===== config.mk =====
export PLATFORM = sky130hd
export DESIGN_NAME = instr_fetch
export DESIGN_NICKNAME = d
export VERILOG_FILES = /design/src/rtl/risc_pkg.sv /design/src/rtl/fetch_buf.sv /design/src/rtl/instr_fetch.sv
export SDC_FILE = /design/constraint.sdc
export NUM_CORES = 1
export LEC_CHECK = 0
export ABC_AREA = 0
export CORE_MARGIN = 8
export CORE_UTILIZATION = 30
export DETAILED_ROUTE_END_ITERATION = 8
export SLEW_MARGIN = 20
export SYNTH_ARGS = -nofsm -noshare
export SYNTH_HDL_FRONTEND = slang
export SYNTH_SLANG_ARGS = --single-unit

===== constraint.sdc =====
create_clock -name clk -period 4.5 [get_ports clk]
set_input_delay 0.9 -clock clk [delete_from_list [all_inputs] [get_ports clk]]
set_output_delay 0.9 -clock clk [all_outputs]
set_load 0.05 [all_outputs]

===== src/rtl/risc_pkg.sv =====
// Shared fetch-stage constants and state encoding; no logic, no latency.
// Fetch FSM: RESET -> FETCH <-> VALID, DRAIN absorbs a wrong-path response after a redirect.
package risc_pkg;
    localparam int INSTR_W    = 32;
    localparam int OPCODE_W   = 7;
    localparam int OPCODE_LSB = 25;
    localparam int PC_INC     = 4;

    typedef enum logic [1:0] {
        ST_RESET,
        ST_FETCH,
        ST_VALID,
        ST_DRAIN
    } fetch_state_e;
endpackage


===== src/rtl/fetch_buf.sv =====
// One-entry instr/pc holding register for prefetched words (IFETCH_PREFETCH_EN only); load visible next cycle.
// No backpressure of its own: the fetch stage stops requesting while vld=1; clear wins over load/pop.
`ifdef IFETCH_PREFETCH_EN
module fetch_buf
    import risc_pkg::*;
#(
    parameter int ADDR_W = 32
) (
    input  logic                clk,
    input  logic                rst_n,
    input  logic                load,
    input  logic [INSTR_W-1:0]  ld_instr,
    input  logic [ADDR_W-1:0]   ld_pc,
    input  logic                pop,
    input  logic                clear,
    output logic                vld,
    output logic [INSTR_W-1:0]  instr,
    output logic [ADDR_W-1:0]   pc
);
    logic                vld_q, vld_d;
    logic [INSTR_W-1:0]  instr_q, instr_d;
    logic [ADDR_W-1:0]   pc_q, pc_d;

    always_comb begin
        vld_d   = vld_q;
        instr_d = instr_q;
        pc_d    = pc_q;
        if (clear) begin
            vld_d = 1'b0;
        end else if (load) begin
            vld_d   = 1'b1;
            instr_d = ld_instr;
            pc_d    = ld_pc;
        end else if (pop) begin
            vld_d = 1'b0;
        end
    end

    always_ff @(posedge clk or negedge rst_n) begin
        if (!rst_n) begin
            vld_q   <= 1'b0;
            instr_q <= '0;
            pc_q    <= '0;
        end else begin
            vld_q   <= vld_d;
            instr_q <= instr_d;
            pc_q    <= pc_d;
        end
    end

    assign vld   = vld_q;
    assign instr = instr_q;
    assign pc    = pc_q;
endmodule
`endif


===== src/rtl/instr_fetch.sv =====
// Instruction fetch: PC owner, imem req/ack master, registered valid/ready output; if_valid 1 cycle after ack.
// Holds output while if_ready=0; redirects drain any outstanding request; IFETCH_PREFETCH_EN adds a 1-entry prefetch.
module instr_fetch
    import risc_pkg::*;
#(
    parameter int                 ADDR_W   = 32,
    parameter logic [ADDR_W-1:0]  RESET_PC = '0
) (
    input  logic                 clk,
    input  logic                 rst_n,
    output logic                 imem_req,
    output logic [ADDR_W-1:0]    imem_addr,
    input  logic                 imem_ack,
    input  logic [INSTR_W-1:0]   imem_rdata,
    output logic                 if_valid,
    input  logic                 if_ready,
    output logic [INSTR_W-1:0]   if_instr,
    output logic [OPCODE_W-1:0]  if_opcode,
    output logic [ADDR_W-1:0]    if_pc,
    input  logic                 br_taken,
    input  logic                 br_reg,
    input  logic [ADDR_W-1:0]    br_rs,
    input  logic [ADDR_W-1:0]    br_label
);
    fetch_state_e        state_q, state_d;
    logic [ADDR_W-1:0]   pc_q, pc_d;
    logic [ADDR_W-1:0]   drain_addr_q, drain_addr_d;
    logic [INSTR_W-1:0]  instr_q, instr_d;
    logic [ADDR_W-1:0]   ipc_q, ipc_d;

    logic [ADDR_W-1:0]   pc_inc;
    logic [ADDR_W-1:0]   br_target;
    logic                handshake;
    logic                req_in_valid;

`ifdef IFETCH_PREFETCH_EN
    logic                buf_vld, buf_load, buf_pop, buf_clear;
    logic [INSTR_W-1:0]  buf_instr;
    logic [ADDR_W-1:0]   buf_pc;

    fetch_buf #(.ADDR_W(ADDR_W)) u_fetch_buf (
        .clk      (clk),
        .rst_n    (rst_n),
        .load     (buf_load),
        .ld_instr (imem_rdata),
        .ld_pc    (pc_q),
        .pop      (buf_pop),
        .clear    (buf_clear),
        .vld      (buf_vld),
        .instr    (buf_instr),
        .pc       (buf_pc)
    );
    assign req_in_valid = (state_q == ST_VALID) && !buf_vld;
`else
    assign req_in_valid = 1'b0;
`endif

    assign pc_inc    = pc_q + ADDR_W'(PC_INC);
    assign br_target = (br_reg ? br_rs : br_label) & ~ADDR_W'(3);
    assign if_valid  = (state_q == ST_VALID);
    assign handshake = if_valid && if_ready;
    assign imem_req  = (state_q == ST_FETCH) || (state_q == ST_DRAIN) || req_in_valid;
    assign imem_addr = (state_q == ST_RESET) ? RESET_PC :
                       (state_q == ST_DRAIN) ? drain_addr_q : pc_q;

    always_comb begin
        state_d      = state_q;
        pc_d         = pc_q;
        drain_addr_d = drain_addr_q;
        instr_d      = instr_q;
        ipc_d        = ipc_q;
`ifdef IFETCH_PREFETCH_EN
        buf_load     = 1'b0;
        buf_pop      = 1'b0;
        buf_clear    = 1'b0;
`endif
        case (state_q)
            ST_RESET: state_d = ST_FETCH;
            ST_FETCH: begin
                if (imem_ack) begin
                    instr_d = imem_rdata;
                    ipc_d   = pc_q;
                    pc_d    = pc_inc;
                    state_d = ST_VALID;
                end
            end
            ST_VALID: begin
`ifdef IFETCH_PREFETCH_EN
                // A buffered word or a same-cycle ack refills the output with no bubble.
                if (handshake) begin
                    if (buf_vld) begin
                        instr_d = buf_instr;
                        ipc_d   = buf_pc;
                        buf_pop = 1'b1;
                    end else if (imem_ack) begin
                        instr_d = imem_rdata;
                        ipc_d   = pc_q;
                        pc_d    = pc_inc;
                    end else begin
                        state_d = ST_FETCH;
                    end
                end else if (req_in_valid && imem_ack) begin
                    buf_load = 1'b1;
                    pc_d     = pc_inc;
                end
`else
                if (handshake) begin
                    state_d = ST_FETCH;
                end
`endif
            end
            ST_DRAIN: begin
                if (imem_ack) begin
                    state_d = ST_FETCH;
                end
            end
            default: state_d = ST_RESET;
        endcase

        // Redirect overrides any handshake or ack above; a still-open request must be drained first.
        if (br_taken && (state_q != ST_RESET)) begin
            pc_d    = br_target;
            instr_d = instr_q;
            ipc_d   = ipc_q;
`ifdef IFETCH_PREFETCH_EN
            buf_load  = 1'b0;
            buf_pop   = 1'b0;
            buf_clear = 1'b1;
`endif
            if (imem_req && !imem_ack) begin
                state_d      = ST_DRAIN;
                drain_addr_d = imem_addr;
            end else begin
                state_d = ST_FETCH;
            end
        end
    end

    always_ff @(posedge clk or negedge rst_n) begin
        if (!rst_n) begin
            state_q      <= ST_RESET;
            pc_q         <= RESET_PC;
            drain_addr_q <= RESET_PC;
            instr_q      <= '0;
            ipc_q        <= '0;
        end else begin
            state_q      <= state_d;
            pc_q         <= pc_d;
            drain_addr_q <= drain_addr_d;
            instr_q      <= instr_d;
            ipc_q        <= ipc_d;
        end
    end

    assign if_instr  = instr_q;
    assign if_opcode = instr_q[OPCODE_LSB +: OPCODE_W];
    assign if_pc     = ipc_q;
endmodule


==> metrics.yaml, run 1 <==
floorplanning:
  start_util_pct: 30.2
  die-area_um2: 25000
  num_rows: 52
  core_area_um2: 20000
  boundaryPins: 207
  die_y_um: 158
  die_x_um: 158
setup_path:
  worst-r2r-setup-slack_ns: 1.94
  worst-r2r-cell-count: 5
  r2r_end: "pc_q[26]"
  startpoint_type: "register"
  timing.critical_path.fanout_max: 19
  crit_chain: "and2_1 > buf_4 > a22o_1 > clkdlybuf4s50_1"
  worstSetupPathType: "reg2out"
  worstPathArrival_ns: 2.68
  timing.critical_path.max_delay_family: "buffers and inverters"
  rr_startpoint: "state_q[0]"
  cp.buffers_inverters: 2
  critPathCaptureType: "primary output"
  cp_slowest_stage_delay_ns: 0.84
  critPathSlowestCell: "sky130_fd_sc_hd__clkdlybuf4s50_1"
  critPathRequiredTime_ns: 3.60
pwr:
  pwr-share-comb_pct: 44.4
  power.sequential.fraction_pct: 30.1
  total_power_w: 0.00581
  switching_share_pct: 42.5
  vdd_ir_drop_max_uv: 355
  p_int_w: 0.00334
  power_switching_w: 0.00247
  clock_power_share_pct: 25.5
  power_density_nw_per_um2: 650
  power.leakage_nw: 3.91
timing:
  fmax_mhz: 279
  worst_clock_skew_ns: 0.0106
  maxSlewViolCount: 0
  setup-tns-final_ns: 0
  fin_crit_sh_pct: 79.6
  worst_slew_pin_slew_ns: 0.928
  timing_hold_violations_final: 0
  unrepaired_setup_endpoints_after_global_routing: "no"
  timing.final.crit_period_ns: 3.58
  timing.slew.headroom_pct: 38.1
  setup-violations-final: 0
yosys:
  post-synth-top-area-cell: "sky130_fd_sc_hd__dfrtp_1"
  synth_top_cells_by_count: "196 x sky130_fd_sc_hd__nand2_1, 126 x sky130_fd_sc_hd__dfrtp_1, 35 x sky130_fd_sc_hd__clkbuf_1"
  synth-edff-count: 0
  yosys_register_bits: 126
  yosysTopAreaCellShare_pct: 52.1
  synthTopCellsByArea: "sky130_fd_sc_hd__dfrtp_1 52%, sky130_fd_sc_hd__nand2_1 12%, sky130_fd_sc_hd__mux2_2 6.1%, sky130_fd_sc_hd__a22o_1 4.3%, sky130_fd_sc_hd__mux2i_1 2.5%"
  fraction_of_registers_with_async_set_or_reset_after_synthesis_pct: 100
  synthesized_area_per_cell_um2: 9.57
  ys_dominant_reg_cell: "sky130_fd_sc_hd__dfrtp_1"
  cell_count_after_synthesis: 633
  synth_most_common_cell: "sky130_fd_sc_hd__nand2_1"
  yosys.cell_types.count: 47
  syn_area_um2: 6060
  ys_warn_count: 0
  synth_sequential_area_ratio_pct: 52.1
run_status:
  result_of_the_run: "completed"
clock_tree:
  tritoncts_clock_tree: "yes"
  post-cts-setup-buffer-count: 0
  htree_num_levels: 4
  clock_tree.buffer_depth: 2
  tritoncts.num_buffers: 17
  postCtsResizedCells: 0
  tritoncts_num_sinks: 126
  ctsHoldBuffers: 0
  clock_pin_slew_worst_setup_and_hold_paths_ns: 0.06
  root_buffer: "sky130_fd_sc_hd__clkbuf_16"
  clk-insertion-delay-late_ns: 0.42
drt:
  postRouteWirelength_um: 19400
  vias: 5175
  route.detailed.drc: 0
  wl_per_cell_um: 17.7
  drtIter0Drc: 369
  drt_pass1_iterations: 4
  count_of_antenna_violating_nets_left_after_detailed_routing: 0
  viasPerCell: 4.70
worst_hold_path:
  worst_hold_path.endpoint: "if_instr[17]"
  holdCritPathClass: "reg2reg"
  hold_path.startpoint: "if_instr[17]"
  timing.hold.worst_path_depth: 2
global_route:
  grt_pass1_vias: 5368
  grt_first_pass_wirelength_um: 30400
  overflow: 0
  antenna_violations_before_repair: 0
  maximum_number_of_pins_on_one_net_before_global_route_repair: 76
  gr_usage_total_pct: 15.9
placement:
  detailed_place.area_um2: 8310
  port_buffers: 200
  dp_hpwl_um: 13700
  routabilityCongestion: 0.748
final_layout:
  final_layout_size_suffix_gt1_share_pct: 10.8
  antennaDiodeCount: 0
  fillCellCount: 1988
  nets: 920
  design_area_um2: 8940
  area_growth_pct: 47.6
run:
  timing.max_cap.violations: 0
[cell families after synthesis]
logic type      after synthesis  share of synthesized area [%]
fa+ha+maj                     1                          0.207
buf+inv                      55                           3.99
xor+xnor                     16                           2.31
compound gates              102                           12.1
simple gates                284                           20.7
mux                          48                           8.61
other cells                   1                         0.0619
flops                       126                           52.1
[through the flow]
step	hold slack (ns)	instances	utilization (%)	worst slack, ns
CTS	0.477	1100	44.6	0.883
detailed placement	0.461	1068	41.4	1.16
global placement	0.457	1068	41.4	1.16
floorplan	0.451	634	-	1.54
global route	0.489	1100	44.6	0.753
finish	0.471	1100	44.6	0.919
[routing by layer]
layer,track usage [%],wire length [um]
met1,19.9,8620
met2,26.1,9120
met3,4.94,1500
met4,4.27,201
met5,0,0
[flip-flops by register name, indices dropped and copies added, names as in the netlist]
register,count
if_pc,30
drain_addr_q,32
if_instr,32
pc_q,30
state_q,2
[area by class of cell]
type                    instances  area [um^2]  area share [%]
well taps                     270          338            3.78
flip-flops and latches        126         3150            35.3
repair buffers                214         2100            23.5
clock buffers                  17          425            4.76
clock inverters                15          210            2.35
multi-input cells             453         2690            30.1
inverters                       5         18.8           0.210
[tightest hold or removal path: stages (launching register included)]
cell and delay, ns:
sky130_fd_sc_hd__dfrtp_1 0.34, sky130_fd_sc_hd__nand2_1 0.05, sky130_fd_sc_hd__nand2_1 0.05
[power by group through the flow]
stage                     Sequential, W  Clock, W  Combinational, W
after floorplan                 0.00235         0           0.00108
after CTS                       0.00175   0.00153           0.00261
final                           0.00175   0.00148           0.00258
after global placement          0.00175         0           0.00259
after detailed placement        0.00177         0           0.00260
after global routing            0.00181   0.00157           0.00274
[how the worst max path moves through the flow]
stage	end	start	cells past startpoint	slack (ns)
6_report	imem_addr[30]	state_q[0]	4	0.92
5_1_grt	imem_addr[10]	state_q[0]	4	0.75
4_1_cts	imem_addr[30]	state_q[0]	4	0.88
3_5_place_dp	pc_q[26]	br_taken	5	1.16
3_3_place_gp	pc_q[26]	br_taken	5	1.16
2_1_floorplan	imem_addr[31]	state_q[1]	3	1.54
[placed cells by master, fill, tap and decap left out, types with 10 or more instances in the layout]
master                            count
sky130_fd_sc_hd__nor3_1              10
sky130_fd_sc_hd__clkbuf_16           17
sky130_fd_sc_hd__a22o_1              30
sky130_fd_sc_hd__nor2b_1             21
sky130_fd_sc_hd__nand3_1             13
sky130_fd_sc_hd__mux2_2              33
sky130_fd_sc_hd__nand2_1            196
sky130_fd_sc_hd__clkdlybuf4s50_1    198
sky130_fd_sc_hd__buf_4               14
sky130_fd_sc_hd__a211oi_1            19
sky130_fd_sc_hd__dfrtp_1            126
sky130_fd_sc_hd__a21oi_1             20
sky130_fd_sc_hd__nor2_1              15
sky130_fd_sc_hd__mux2i_1             15
sky130_fd_sc_hd__o21ai_0             10
Note: power is estimated with default switching activity, not from simulation.
==> inputs of run 2 (changes only) <==
Clock period 4.5 ns to 3.13 ns, I/O delays scaled along.
==> run 2 against run 1 <==
  * Register-to-register slack worse by 1.1 ns
  * Final cell count barely moved
  * Clock skew fell by 0.0052 ns
  * Worst setup slack worse by 0.70 ns
  * Core utilization is 1.4 points higher
==> metrics.yaml, run 2 (same netlist as run 1, synthesis figures left out) <==
run_status:
  result_of_the_run: "completed"
floorplanning:
  num_rows: 52
  boundaryPins: 207
  die_y_um: 158
  die_x_um: 158
  start_util_pct: 30.2
  die-area_um2: 25000
  core_area_um2: 20000
placement:
  dpl_ws_ns: 0.416
  port_buffers: 200
  dp_cells: 1068
  routabilityCongestion: 0.764
  dp_hpwl_um: 13600
drt:
  vias: 5195
  postRouteWirelength_um: 19500
  drt_pass1_iterations: 4
  viasPerCell: 4.73
  drtIter0Drc: 363
  route.detailed.drc: 0
  count_of_antenna_violating_nets_left_after_detailed_routing: 0
  wl_per_cell_um: 17.7
setup_path:
  timing.critical_path.fanout_max: 16
  critPathRequiredTime_ns: 2.50
  worstSetupPathType: "reg2out"
  rr_startpoint: "pc_q[6]"
  setup.worst_path.start: "state_q[0]"
  startpoint_type: "register"
  worst-r2r-setup-slack_ns: 0.82
  critPathCaptureType: "primary output"
  worstPathArrival_ns: 2.28
timing:
  timing.slew.headroom_pct: 37.2
  worst_clock_skew_ns: 0.00537
  timing_hold_violations_final: 0
  fin_crit_sh_pct: 92.9
  maxSlewViolCount: 0
  setup-tns-final_ns: 0
  fmax_mhz: 344
  postLayoutSetupSlackWorst_ns: 0.223
  worst_slew_pin_slew_ns: 0.943
  timing.final.crit_period_ns: 2.91
  setup-violations-final: 0
  unrepaired_setup_endpoints_after_global_routing: "no"
pwr:
  switching_share_pct: 41.4
  pwr-share-comb_pct: 48.0
  power_switching_w: 0.00355
  clock_power_share_pct: 22.7
  power.sequential.fraction_pct: 29.3
  p_int_w: 0.00502
  power.leakage_nw: 4.07
  vdd_ir_drop_max_uv: 553
  power_density_nw_per_um2: 929
clock_tree:
  postCtsResizedCells: 0
  htree_num_levels: 4
  root_buffer: "sky130_fd_sc_hd__clkbuf_16"
  post-cts-setup-buffer-count: 0
  tritoncts.num_buffers: 17
  tritoncts_num_sinks: 126
  tritoncts_clock_tree: "yes"
  ctsHoldBuffers: 0
  clock_tree.buffer_depth: 2
  clk-insertion-delay-late_ns: 0.41
  clock_pin_slew_worst_setup_and_hold_paths_ns: 0.06
final_layout:
  antennaDiodeCount: 0
  most-common-layout-cells: "196 x sky130_fd_sc_hd__nand2_1, 169 x sky130_fd_sc_hd__clkdlybuf4s50_1, 126 x sky130_fd_sc_hd__dfrtp_1"
  nets: 920
  area_growth_pct: 52.3
  layout.cells.non_filler: 1099
  final_layout_size_suffix_gt1_share_pct: 13.9
  layout_commonest_cell: "sky130_fd_sc_hd__nand2_1"
  final_util_pct: 46.0
global_route:
  overflow: 0
  grt_pass1_vias: 5387
  gr_usage_total_pct: 15.8
  maximum_number_of_pins_on_one_net_before_global_route_repair: 101
  antenna_violations_before_repair: 0
  grt_first_pass_wirelength_um: 30300
run:
  timing.max_cap.violations: 0
worst_hold_path:
  holdCritPathClass: "in2async"
run 2: changes by cell type in the layout (fill, tap and decap cells not counted), moves of 3 or more:
cell / previous run / this run
sky130_fd_sc_hd__buf_12: 0 / 33
sky130_fd_sc_hd__buf_4: 14 / 10
sky130_fd_sc_hd__clkbuf_1: 0 / 3
sky130_fd_sc_hd__clkbuf_8: 0 / 4
sky130_fd_sc_hd__clkdlybuf4s50_1: 198 / 169
sky130_fd_sc_hd__clkinv_2: 1 / 5
sky130_fd_sc_hd__clkinv_4: 4 / 0
sky130_fd_sc_hd__inv_6: 4 / 0
run 2: through the flow:
step | power (W) | instance area [um^2] | hold slack (ns)
floorplan | 0.00494 | 6060 | 0.330
global placement | 0.00665 | 8650 | 0.457
detailed placement | 0.00669 | 8650 | 0.461
CTS | 0.00868 | 9220 | 0.375
global route | 0.00898 | 9220 | 0.413
finish | 0.00857 | 9220 | 0.325
run 2: power groups by stage:
stage	logic (W)	registers (W)	clock network, W
floorplan	0.00155	0.00338	0
global placement	0.00413	0.00251	0
detailed placement	0.00416	0.00253	0
CTS	0.00417	0.00251	0.00199
global route	0.00432	0.00259	0.00206
finish	0.00411	0.00251	0.00194
run 2: routing by layer:
| layer | GRT usage (%) | vias up | wire (um) | share of wire [%] |
|---|---|---|---|---|
| li1 | - | 2543 | - | - |
| met1 | 20.2 | 2486 | 8690 | 45 |
| met2 | 25.1 | 143 | 9200 | 47 |
| met3 | 4.72 | 23 | 1310 | 6.7 |
| met4 | 5.07 | 0 | 270 | 1.4 |
| met5 | 0 | - | 0 | 0 |
run 2: cell type report:
| class | instances | area [um^2] |
|---|---|---|
| Fill cell | 1942 | 10800 |
| Sequential cell | 126 | 3150 |
| Multi-Input combinational cell | 453 | 2690 |
| Timing Repair Buffer | 214 | 2440 |
| Clock buffer | 24 | 492 |
| Tap cell | 270 | 338 |
| Clock inverter | 7 | 85.1 |
| Inverter | 5 | 18.8 |
run 2: worst max-delay path, stage by stage, from the launching register on:
cell	delay (ns)
sky130_fd_sc_hd__dfrtp_1	0.58
sky130_fd_sc_hd__nor2b_1	0.28
sky130_fd_sc_hd__a22o_1	0.19
sky130_fd_sc_hd__clkdlybuf4s50_1	0.82
run 2: worst paths after layout:
path / end / cells past startpoint
worst max-delay path: imem_addr[31] / 3
worst min-delay path: if_instr[18] / 1
worst max register to register: pc_q[27] / 5
worst min register to register: if_pc[16] / 2
max in group asynchronous: if_pc[30] / 2
min in group clk: if_pc[16] / 2
